<file path="src/rtl/clause_status_scanner_pkg.sv">
// rtl/clause_status_scanner_pkg.sv - literal codes, clause status and scanner state encodings
package clause_status_scanner_pkg;

    localparam logic [1:0] LIT_EMPTY = 2'b00;
    localparam logic [1:0] LIT_FALSE = 2'b01;
    localparam logic [1:0] LIT_TRUE  = 2'b10;
    localparam logic [1:0] LIT_UNASG = 2'b11;

    typedef enum logic [1:0] {
        SAT      = 2'd0,
        UNIT     = 2'd1,
        UNDEF    = 2'd2,
        CONFLICT = 2'd3
    } clause_status_t;

    typedef enum logic [1:0] {
        IDLE  = 2'd0,
        SCAN  = 2'd1,
        DRAIN = 2'd2,
        DONE  = 2'd3
    } scan_state_t;

    // A single-literal clause still needs a one-bit slot field
    function automatic int min1_clog2(input int n);
        return (n > 1) ? $clog2(n) : 1;
    endfunction

endpackage

</file>
<file path="src/rtl/clause_status_scanner_if.sv">
// rtl/clause_status_scanner_if.sv - start/done handshake, clause memory port and result bus
// STAT_COUNT_EN adds the per-run status counters to the bundle.
interface clause_status_scanner_if #(
    parameter int NUM_CLAUSES = 8,
    parameter int NUM_LITS    = 3
) ();
    localparam int ADDR_W = $clog2(NUM_CLAUSES);
    localparam int SLOT_W = clause_status_scanner_pkg::min1_clog2(NUM_LITS);

    logic                  start;
    logic                  done;
    logic                  mem_rd_en;
    logic [ADDR_W-1:0]     mem_addr;
    logic [2*NUM_LITS-1:0] mem_rdata;
    logic                  conflict;
    logic [ADDR_W-1:0]     conflict_idx;
    logic                  unit_found;
    logic [ADDR_W-1:0]     unit_idx;
    logic [SLOT_W-1:0]     unit_slot;

`ifdef STAT_COUNT_EN
    localparam int CNT_W = $clog2(NUM_CLAUSES + 1);
    logic [CNT_W-1:0] sat_cnt;
    logic [CNT_W-1:0] unit_cnt;
    logic [CNT_W-1:0] undef_cnt;

    modport master (
        output start, mem_rdata,
        input  done, mem_rd_en, mem_addr, conflict, conflict_idx,
               unit_found, unit_idx, unit_slot, sat_cnt, unit_cnt, undef_cnt
    );
    modport slave (
        input  start, mem_rdata,
        output done, mem_rd_en, mem_addr, conflict, conflict_idx,
               unit_found, unit_idx, unit_slot, sat_cnt, unit_cnt, undef_cnt
    );
`else
    modport master (
        output start, mem_rdata,
        input  done, mem_rd_en, mem_addr, conflict, conflict_idx,
               unit_found, unit_idx, unit_slot
    );
    modport slave (
        input  start, mem_rdata,
        output done, mem_rd_en, mem_addr, conflict, conflict_idx,
               unit_found, unit_idx, unit_slot
    );
`endif
endinterface

</file>
<file path="src/rtl/clause_status_scanner_eval.sv">
// rtl/clause_status_scanner_eval.sv - combinational classifier for one clause word
import clause_status_scanner_pkg::*;

module clause_status_eval #(
    parameter int NUM_LITS = 3,
    parameter int SLOT_W   = min1_clog2(NUM_LITS)
) (
    input  logic [2*NUM_LITS-1:0] word_i,
    output clause_status_t        status_o,
    output logic [SLOT_W-1:0]     unit_slot_o
);
    localparam int CNT_W = $clog2(NUM_LITS + 1);

    logic             any_true;
    logic [CNT_W-1:0] n_unasg;
    logic [1:0]       lit;

    always_comb begin
        any_true    = 1'b0;
        n_unasg     = '0;
        unit_slot_o = '0;
        lit         = LIT_EMPTY;
        for (int i = 0; i < NUM_LITS; i++) begin
            lit = word_i[2*i +: 2];
            if (lit == LIT_TRUE) any_true = 1'b1;
            if (lit == LIT_UNASG) begin
                n_unasg     = n_unasg + CNT_W'(1);
                unit_slot_o = SLOT_W'(i);
            end
        end
        // An all-empty word has no unassigned literal and so lands in CONFLICT
        if (any_true)                  status_o = SAT;
        else if (n_unasg == CNT_W'(0)) status_o = CONFLICT;
        else if (n_unasg == CNT_W'(1)) status_o = UNIT;
        else                           status_o = UNDEF;
    end

endmodule

</file>
<file path="src/rtl/clause_status_scanner.sv">
// rtl/clause_status_scanner.sv - start/done responder scanning and classifying all clauses
// STAT_COUNT_EN adds sat/unit/undef counters covering the clauses evaluated this run.
import clause_status_scanner_pkg::*;

module clause_status_scanner #(
    parameter int NUM_CLAUSES = 8,
    parameter int NUM_LITS    = 3
) (
    input  logic                    clk_i,
    input  logic                    rst_i,
    clause_status_scanner_if.slave  bus
);
    localparam int ADDR_W = $clog2(NUM_CLAUSES);
    localparam int SLOT_W = min1_clog2(NUM_LITS);
    localparam logic [ADDR_W-1:0] LAST = ADDR_W'(NUM_CLAUSES - 1);

    scan_state_t       state_q, state_d;
    logic [ADDR_W-1:0] cnt_q, cnt_d, eval_idx_q;
    logic              rd_valid_q, rd_en;
    logic              conflict_q, conflict_d, unit_found_q, unit_found_d;
    logic [ADDR_W-1:0] conflict_idx_q, conflict_idx_d, unit_idx_q, unit_idx_d;
    logic [SLOT_W-1:0] unit_slot_q, unit_slot_d;
    clause_status_t    status;
    logic [SLOT_W-1:0] slot;
    logic              eval_en;

    clause_status_eval #(.NUM_LITS(NUM_LITS), .SLOT_W(SLOT_W)) u_eval (
        .word_i      (bus.mem_rdata),
        .status_o    (status),
        .unit_slot_o (slot)
    );

    // Word on mem_rdata belongs to the previous cycle's read; ignored outside an active run
    assign eval_en = rd_valid_q && bus.start && (state_q == SCAN || state_q == DRAIN);

`ifdef STAT_COUNT_EN
    localparam int CNT_W = $clog2(NUM_CLAUSES + 1);
    logic [CNT_W-1:0] sat_cnt_q, sat_cnt_d, unit_cnt_q, unit_cnt_d, undef_cnt_q, undef_cnt_d;
`endif

    always_comb begin
        state_d        = state_q;
        cnt_d          = cnt_q;
        rd_en          = 1'b0;
        conflict_d     = conflict_q;
        conflict_idx_d = conflict_idx_q;
        unit_found_d   = unit_found_q;
        unit_idx_d     = unit_idx_q;
        unit_slot_d    = unit_slot_q;
`ifdef STAT_COUNT_EN
        sat_cnt_d      = sat_cnt_q;
        unit_cnt_d     = unit_cnt_q;
        undef_cnt_d    = undef_cnt_q;
`endif
        case (state_q)
            IDLE: if (bus.start) begin
                state_d        = SCAN;
                cnt_d          = '0;
                conflict_d     = 1'b0;
                conflict_idx_d = '0;
                unit_found_d   = 1'b0;
                unit_idx_d     = '0;
                unit_slot_d    = '0;
`ifdef STAT_COUNT_EN
                sat_cnt_d      = '0;
                unit_cnt_d     = '0;
                undef_cnt_d    = '0;
`endif
            end
            SCAN: begin
                rd_en = 1'b1;
                cnt_d = cnt_q + ADDR_W'(1);
                if (!bus.start)                         state_d = IDLE;
                else if (eval_en && status == CONFLICT) state_d = DONE;
                else if (cnt_q == LAST)                 state_d = DRAIN;
            end
            DRAIN:   state_d = bus.start ? DONE : IDLE;
            DONE:    if (!bus.start) state_d = IDLE;
            default: state_d = IDLE;
        endcase

        if (eval_en) begin
            if (status == CONFLICT) begin
                conflict_d     = 1'b1;
                conflict_idx_d = eval_idx_q;
            end else if (status == UNIT && !unit_found_q) begin
                unit_found_d = 1'b1;
                unit_idx_d   = eval_idx_q;
                unit_slot_d  = slot;
            end
`ifdef STAT_COUNT_EN
            case (status)
                SAT:     sat_cnt_d   = sat_cnt_q + CNT_W'(1);
                UNIT:    unit_cnt_d  = unit_cnt_q + CNT_W'(1);
                UNDEF:   undef_cnt_d = undef_cnt_q + CNT_W'(1);
                default: ;
            endcase
`endif
        end
    end

    always_ff @(posedge clk_i) begin
        if (rst_i) begin
            state_q        <= IDLE;
            cnt_q          <= '0;
            eval_idx_q     <= '0;
            rd_valid_q     <= 1'b0;
            conflict_q     <= 1'b0;
            conflict_idx_q <= '0;
            unit_found_q   <= 1'b0;
            unit_idx_q     <= '0;
            unit_slot_q    <= '0;
`ifdef STAT_COUNT_EN
            sat_cnt_q      <= '0;
            unit_cnt_q     <= '0;
            undef_cnt_q    <= '0;
`endif
        end else begin
            state_q        <= state_d;
            cnt_q          <= cnt_d;
            eval_idx_q     <= cnt_q;
            rd_valid_q     <= rd_en;
            conflict_q     <= conflict_d;
            conflict_idx_q <= conflict_idx_d;
            unit_found_q   <= unit_found_d;
            unit_idx_q     <= unit_idx_d;
            unit_slot_q    <= unit_slot_d;
`ifdef STAT_COUNT_EN
            sat_cnt_q      <= sat_cnt_d;
            unit_cnt_q     <= unit_cnt_d;
            undef_cnt_q    <= undef_cnt_d;
`endif
        end
    end

    assign bus.done         = (state_q == DONE);
    assign bus.mem_rd_en    = rd_en;
    assign bus.mem_addr     = rd_en ? cnt_q : '0;
    assign bus.conflict     = conflict_q;
    assign bus.conflict_idx = conflict_idx_q;
    assign bus.unit_found   = unit_found_q;
    assign bus.unit_idx     = unit_idx_q;
    assign bus.unit_slot    = unit_slot_q;
`ifdef STAT_COUNT_EN
    assign bus.sat_cnt      = sat_cnt_q;
    assign bus.unit_cnt     = unit_cnt_q;
    assign bus.undef_cnt    = undef_cnt_q;
`endif

endmodule
</file>
<file path="src/flat_wrapper.sv">
// flat-port wrapper written by rule: the top's interface ports become plain ports
module clause_status_scanner_flat 
#(
    parameter int NUM_CLAUSES = 8,
    parameter int NUM_LITS    = 3
)
  (clk_i, rst_i, bus_start, bus_mem_rdata, bus_done, bus_mem_rd_en, bus_mem_addr, bus_conflict, bus_conflict_idx, bus_unit_found, bus_unit_idx, bus_unit_slot);
  clause_status_scanner_if #(.NUM_CLAUSES(NUM_CLAUSES), .NUM_LITS(NUM_LITS)) bus_i ();
  input  logic clk_i;
  input  logic rst_i;
  input wire logic [$bits(bus_i.start)-1:0] bus_start;
  input wire logic [$bits(bus_i.mem_rdata)-1:0] bus_mem_rdata;
  output wire logic [$bits(bus_i.done)-1:0] bus_done;
  output wire logic [$bits(bus_i.mem_rd_en)-1:0] bus_mem_rd_en;
  output wire logic [$bits(bus_i.mem_addr)-1:0] bus_mem_addr;
  output wire logic [$bits(bus_i.conflict)-1:0] bus_conflict;
  output wire logic [$bits(bus_i.conflict_idx)-1:0] bus_conflict_idx;
  output wire logic [$bits(bus_i.unit_found)-1:0] bus_unit_found;
  output wire logic [$bits(bus_i.unit_idx)-1:0] bus_unit_idx;
  output wire logic [$bits(bus_i.unit_slot)-1:0] bus_unit_slot;
  assign bus_i.start = bus_start;
  assign bus_i.mem_rdata = bus_mem_rdata;
  assign bus_done = bus_i.done;
  assign bus_mem_rd_en = bus_i.mem_rd_en;
  assign bus_mem_addr = bus_i.mem_addr;
  assign bus_conflict = bus_i.conflict;
  assign bus_conflict_idx = bus_i.conflict_idx;
  assign bus_unit_found = bus_i.unit_found;
  assign bus_unit_idx = bus_i.unit_idx;
  assign bus_unit_slot = bus_i.unit_slot;
  clause_status_scanner #(.NUM_CLAUSES(NUM_CLAUSES), .NUM_LITS(NUM_LITS)) u_core (.clk_i(clk_i), .rst_i(rst_i), .bus(bus_i));
endmodule
</file>
<file path="config.mk">
export PLATFORM = sky130hd
export DESIGN_NAME = clause_status_scanner_flat
export DESIGN_NICKNAME = d
export VERILOG_FILES = /design/src/rtl/clause_status_scanner_pkg.sv /design/src/rtl/clause_status_scanner_if.sv /design/src/rtl/clause_status_scanner_eval.sv /design/src/rtl/clause_status_scanner.sv /design/src/flat_wrapper.sv
export SDC_FILE = /design/constraint.sdc
export NUM_CORES = 1
export LEC_CHECK = 0
export ABC_AREA = 1
export CAP_MARGIN = 30
export CORE_MARGIN = 2
export CORE_UTILIZATION = 30
export DETAILED_ROUTE_END_ITERATION = 10
export DONT_BUFFER_PORTS = 1
export SLEW_MARGIN = 20
export SYNTH_ARGS = -nofsm -noshare
export SYNTH_HDL_FRONTEND = slang
export SYNTH_SLANG_ARGS = --single-unit
</file>
<file path="constraint.sdc">
create_clock -name clk_i -period 2.3 [get_ports clk_i]
set_input_delay 0.69 -clock clk_i [delete_from_list [all_inputs] [get_ports clk_i]]
set_output_delay 0.69 -clock clk_i [all_outputs]
set_load 0.01 [all_outputs]
</file>
Word-level counts from Yosys, hierarchy flattened:

Cells that the tools add are included.

* $add $sub $neg: 3
* eq/ne operators: 16
* muxes and demuxes: 45
* reductions and logical operators: 11

Operators with widths (number)
* two-way mux 2 bit: 17
* two-way mux 3 bit: 11
* equality test 2 bit, second input constant: 9
* two-way mux 1 bit: 15
* one-hot mux 2 bit (4 select lines): 1
* equality test 2 x 1 -> 1 bit, second input constant: 3
* one-hot mux 3 bit (2 select lines): 1
* adder 2 x 1 -> 2 bit, second input constant: 2
* logical AND 1 bit: 4
* zero test 2 bit: 2
* inequality test 2 bit, second input constant: 2
* inequality test 4 bit, second input constant: 1
* adder 3 x 1 -> 3 bit, second input constant: 1
* equality test 3 bit, second input constant: 1
* AND reduction 3 bit: 1
* AND reduction 2 bit: 1
* nonzero test 2 bit: 1
* zero test 1 bit: 1
* logical OR 1 bit: 1

* register bits after elaboration: 19
* word-level logic and storage cells: 84

Logic depth before layout (Yosys ltp):

Gate-level depths: netlist of the first run.

* word-level depth: 15
* mapped depth: 12

Hierarchy:

From an unflattened synthesis of the first run, not the netlist that was laid out.

* cell total of the unflattened synthesis: 131
* area, all modules: 1018.5 µm²

Modules (own cells, without submodules)
* clause_status_scanner: instances 1, cells an instance 108, area an instance 897.1 µm²
* clause_status_eval: instances 1, cells an instance 23, area an instance 121.4 µm²

Worst setup path before layout of the first run:

Ideal clock, no wire load.

* path kind: input port to flip-flop
* start point: input bus_mem_rdata[0]
* end point: register u_core.unit_idx_q[0], in the netlist u_core.bus.unit_idx[0]
* data arrival time: 1.923 ns
* required time: 2.182 ns
* slack: 0.259 ns
* cell stages on the path: 8
* path buffers: 0
* path through: nand2_1 inv_1 fa_1 nand3_2 nor2_4 nand2_2 o21ai_0 nor2_1

* cells in the longest elaborated chain, start to end: 15

Ends and longest elaborated chain
* from (decl): RTL line flat_wrapper.sv:12 `input wire logic [$bits(bus_i.mem_rdata)-1:0] bus_mem_rdata;`
* equality test 2 bit: RTL line clause_status_scanner_eval.sv:26 `if (lit == LIT_UNASG) begin`
* two-way mux 1 bit: RTL line clause_status_scanner_eval.sv:26
* adder 2 x 1 -> 2 bit: RTL line clause_status_scanner_eval.sv:27 `n_unasg = n_unasg + CNT_W'(1);`
* two-way mux 2 bit: RTL line clause_status_scanner_eval.sv:26
* adder 2 x 1 -> 2 bit: RTL line clause_status_scanner_eval.sv:27
* two-way mux 2 bit: RTL line clause_status_scanner_eval.sv:26
* equality test 2 x 1 -> 1 bit: RTL line clause_status_scanner_eval.sv:34 `else if (n_unasg == CNT_W'(1)) status_o = UNIT;`
* two-way mux 2 bit: RTL line clause_status_scanner_eval.sv:34
* two-way mux 2 bit: RTL line clause_status_scanner_eval.sv:33 `else if (n_unasg == CNT_W'(0)) status_o = CONFLICT;`
* two-way mux 2 bit (*): RTL line clause_status_scanner_eval.sv:32 `if (any_true) status_o = SAT;`
* equality test 2 x 1 -> 1 bit: RTL line clause_status_scanner.sv:86 `end else if (status == UNIT && !unit_found_q) begin`
* logical AND 1 bit: RTL line clause_status_scanner.sv:86
* two-way mux 3 bit: RTL line clause_status_scanner.sv:86
* two-way mux 3 bit (*): RTL line clause_status_scanner.sv:83 `if (status == CONFLICT) begin`
* two-way mux 3 bit (*): RTL line clause_status_scanner.sv:82 `if (eval_en) begin`
* to (signal assigned): RTL line clause_status_scanner.sv:126 `unit_idx_q <= unit_idx_d;`
* to (decl): RTL line clause_status_scanner.sv:21 `logic [ADDR_W-1:0] conflict_idx_q, conflict_idx_d, unit_idx_q, unit_idx_d;`

Every way passes the cells marked *; elsewhere a longest branch is shown, timed or not.
A chain may end at the register's enable or synchronous reset.

Worst setup path after layout of the first run:

* start point: register u_core.state_q[1]
* end point: output bus_mem_addr[1]

* cells in the longest elaborated chain, start to end: 3

Ends and longest elaborated chain
* from (decl): RTL line clause_status_scanner.sv:17 `scan_state_t state_q, state_d;`
* from (signal assigned): RTL line clause_status_scanner.sv:119 `state_q <= state_d;`
* equality test 2 x 1 -> 1 bit: RTL line clause_status_scanner.sv:55 `case (state_q)`
* two-way mux 1 bit: RTL line clause_status_scanner.sv:55
* named net bus_mem_rd_en: RTL line flat_wrapper.sv:14 `output wire logic [$bits(bus_i.mem_rd_en)-1:0] bus_mem_rd_en;`
* two-way mux 3 bit: RTL line clause_status_scanner.sv:138 `assign bus.mem_addr = rd_en ? cnt_q : '0;`
* to (decl): RTL line flat_wrapper.sv:15 `output wire logic [$bits(bus_i.mem_addr)-1:0] bus_mem_addr;`

The timed path passes the listed nets, and every way through them passes these cells.

==> metrics.md, run 1 <==
| Metric | Value |
|---|---|
| Placed cells | `175` |
| Peak Freq | `502.8 MHz` |
| Antenna Violating Nets Remaining | `0` |
| Setup TNS | `0 ps` |
| Leak | `0.5212 nW` |
| Synth warn | `0` |
| Global-route wire length before repair | `3153 um` |
| Mapped Cells | `132` |
| Met2 Track Usage GR | `19.79%` |
| Most common cell after layout, fill and taps aside | `nand2_1` |
| Outcome | `finished, final reports clean` |
| Final WL | `1998 um` |
| Hold buffer count at cts | `0` |
| Number of synthesized register bits | `19` |
| Unrepaired setup endpoints after global routing | `false` |
| Drt wl/cell | `11.16 um` |
| Fin. Hold Viols | `0` |
| Critical path class | `reg2out` |
| Yosys top cell area share | `37.67%` |
| Hold crit path type | `in2reg` |
| Final cell count without fillers | `179` |
| Vias in the first global route | `762` |
| Die ar. | `0.003846 sq mm` |
| Clk network pwr share | `18.8%` |
| Detailed Route Iter0 Violations | `21` |
| Simple-gate portion of the synthesized area | `27.88%` |
| Min cycle time layout | `1989 ps` |
| Logic gate share of total power | `35.4%` |
| Initial antenna violation count | `0` |
| TritonCTS Buffers | `3` |
| # H-tree levels | `1` |
| Fin crit share | `86.47%` |
| PortBufs | `0` |
| Cell type with the largest total area after synthesis | `dfxtp_1` |
| Multiplexer share of the synthesized area | `0%` |
| Synth Area in XOR/XNOR | `0%` |
| Switching portion of total power | `39.08%` |
| Synth unique cells | `19` |
| Number of remaining DRC errors | `0` |
| Worst setup SP type | `register` |
| Worst setup EP type | `output port` |
| Pint | `0.5266 mW` |
| Via count | `796` |
| GRT overflow | `0` |
| Clock skew | `4.625 ps` |
| Post-CTS sizing | `0` |
| Die height | `62.02 um` |
| # diodes | `0` |
| Hpwl dp | `1619 um` |
| Sequential share of power | `45.8%` |
| Gp weighted congestion | `0.7454` |
| Max Root-Sink Buffers | `2` |
| Clk Latency, worst-skew pair | `290 ps` |
| Syn avg cell area | `7.649 sq um` |
| Area delta synth->final | `6.940%` |
| IO Count | `24` |
| Relative slew slack | `75.89%` |
| First-pass iteration count of the detailed router | `4` |
| Register area share after synthesis | `37.67%` |
| Initial core utilization | `30.74%` |
| Buffer count from post-CTS setup fixing | `0` |
| CORE AREA | `0.003284 sq mm` |
| Complex-gate fraction of the synthesized area | `12.89%` |
| Largest family of logic cells by synthesized area | `simple AND/OR/NAND/NOR gates` |
| Top Usage Layer GRT | `met2` |
| Critical Path AT | `1300 ps` |
| Final max-slew violation count | `0` |
| Peak supply drop | `0.1630 mV` |
| Sw power | `0.3377 mW` |
| Syn Nets | `150` |
| Clock Root Buffer | `clkbuf_4` |
| Worst slew pin tran | `360.8 ps` |
| PD cells | `800.4 mW/mm^2` |
| Post-Syn Area | `0.001010 sq mm` |
| Width of the die | `62.02 um` |
| CTS tree | `yes` |
| Crit path required time | `1610 ps` |
| Clk slew on worst S/H paths | `100 ps` |
| Tot Pwr | `0.8643 mW` |
| Nets | `152` |
| Clock sink count | `19` |
| Adder-cell share of the synthesized area | `11.90%` |
| GR Layer Usage met3 | `2.692%` |
| Layout cells sized above 1 | `9.774%` |
| Commonest cells after routing, fill and taps aside | `nand2_1, inv_1, dfxtp_1` |
| Final Setup Violations | `0` |
| Largest net degree at the start of global routing | `12` |
| Via density per instance | `4.447` |
| Critical Path Fanout Max | `7` |
| Max-cap viol count | `0` |
| Gr usage total | `11.09%` |
| Top post-synthesis cells by area | `dfxtp_1, ha_1, nand2_1, inv_1, nor2_1` |
| Row count | `21` |
| Met1 Resource Use GR | `12.89%` |
-- cell type report --
type,instances,area [sq um]
clock buffer,3,22.52
clock inverter,1,5.005
fill,354,2205
inverter,22,82.58
multi-input combinational,88,531.8
sequential,19,380.4
tap,46,57.56
-- synth_stat cells, drive strengths merged --
| cell type | count |
|---|---|
| nor2 | 19 |
| nand4 | 2 |
| o21ai | 11 |
| dfxtp | 19 |
| clkbuf | 2 |
| buf | 1 |
| a21oi | 9 |
| nand2 | 29 |
| a22oi | 4 |
| fa | 1 |
| inv | 22 |
| nand3 | 5 |
| ha | 8 |
-- layer usage --
| layer | up-vias | wire length [um] |
|---|---|---|
| met5 | - | 0 |
| met4 | 0 | 0 |
| met3 | 0 | 122 |
| met2 | 21 | 1015 |
| met1 | 358 | 860 |
| li1 | 417 | - |
-- sequential cells by signal (all words and copies together), names as in the netlist --
signal                   flops
u_core.bus.conflict_idx      3
u_core.bus.unit_idx          3
u_core.cnt_q                 3
u_core.eval_idx_q            3
u_core.bus.unit_slot         2
u_core.state_q               2
u_core.bus.conflict          1
u_core.bus.unit_found        1
u_core.rd_valid_q            1
-- kinds of logic (layout without fill, tap and decap cells) --
family	after synthesis	in the layout
adder cells (fa/ha/maj)	9	9
buffers and inverters	25	26
AND/OR/NAND/NOR	55	55
flip-flops	19	19
AO/OA/AOI/OAI	24	24
-- final timing paths --
path | start | slack, ps | end | cells after the start
worst max register to register | u_core.state_q[0] | 680 | u_core.state_q[1] | 10
worst min-delay path | rst_i | 450 | u_core.bus.conflict | 1
worst max-delay path | u_core.state_q[1] | 310 | bus_mem_addr[1] | 4
worst min register to register | u_core.cnt_q[1] | 480 | u_core.eval_idx_q[1] | 2
-- worst max-delay path, stage by stage, from the launching register on --
cell and delay, ps:
dfxtp_1 340, inv_1 100, ha_1 360, nand2_1 100
inv_1 110
-- metrics by stage --
step           setup slack (ps)  hold slack [ps]  cell area [sq um]  util, %
2_1_floorplan             258.5            431.6               1010        -
3_3_place_gp              168.2            460.4               1052    32.04
3_5_place_dp              100.7            462.8               1052    32.04
4_1_cts                   287.8            436.5               1080    32.88
5_1_grt                   196.8            425.9               1080    32.88
6_report                  311.2            447.9               1080    32.88
-- power groups by stage --
stage,logic (mW),registers [mW],clock network [mW]
2_1_floorplan,0.261,0.395,0
3_3_place_gp,0.300,0.401,0
3_5_place_dp,0.306,0.404,0
4_1_cts,0.308,0.396,0.174
5_1_grt,0.354,0.400,0.186
6_report,0.306,0.396,0.163
(Power assumes the default switching activity.)
==> run 2: changes to the inputs <==
ABC_CLOCK_PERIOD_IN_PS = 2300   (was unset)
==> results of run 2 <==
No change in the layout: final DEF, timing and power equal those of run 1.
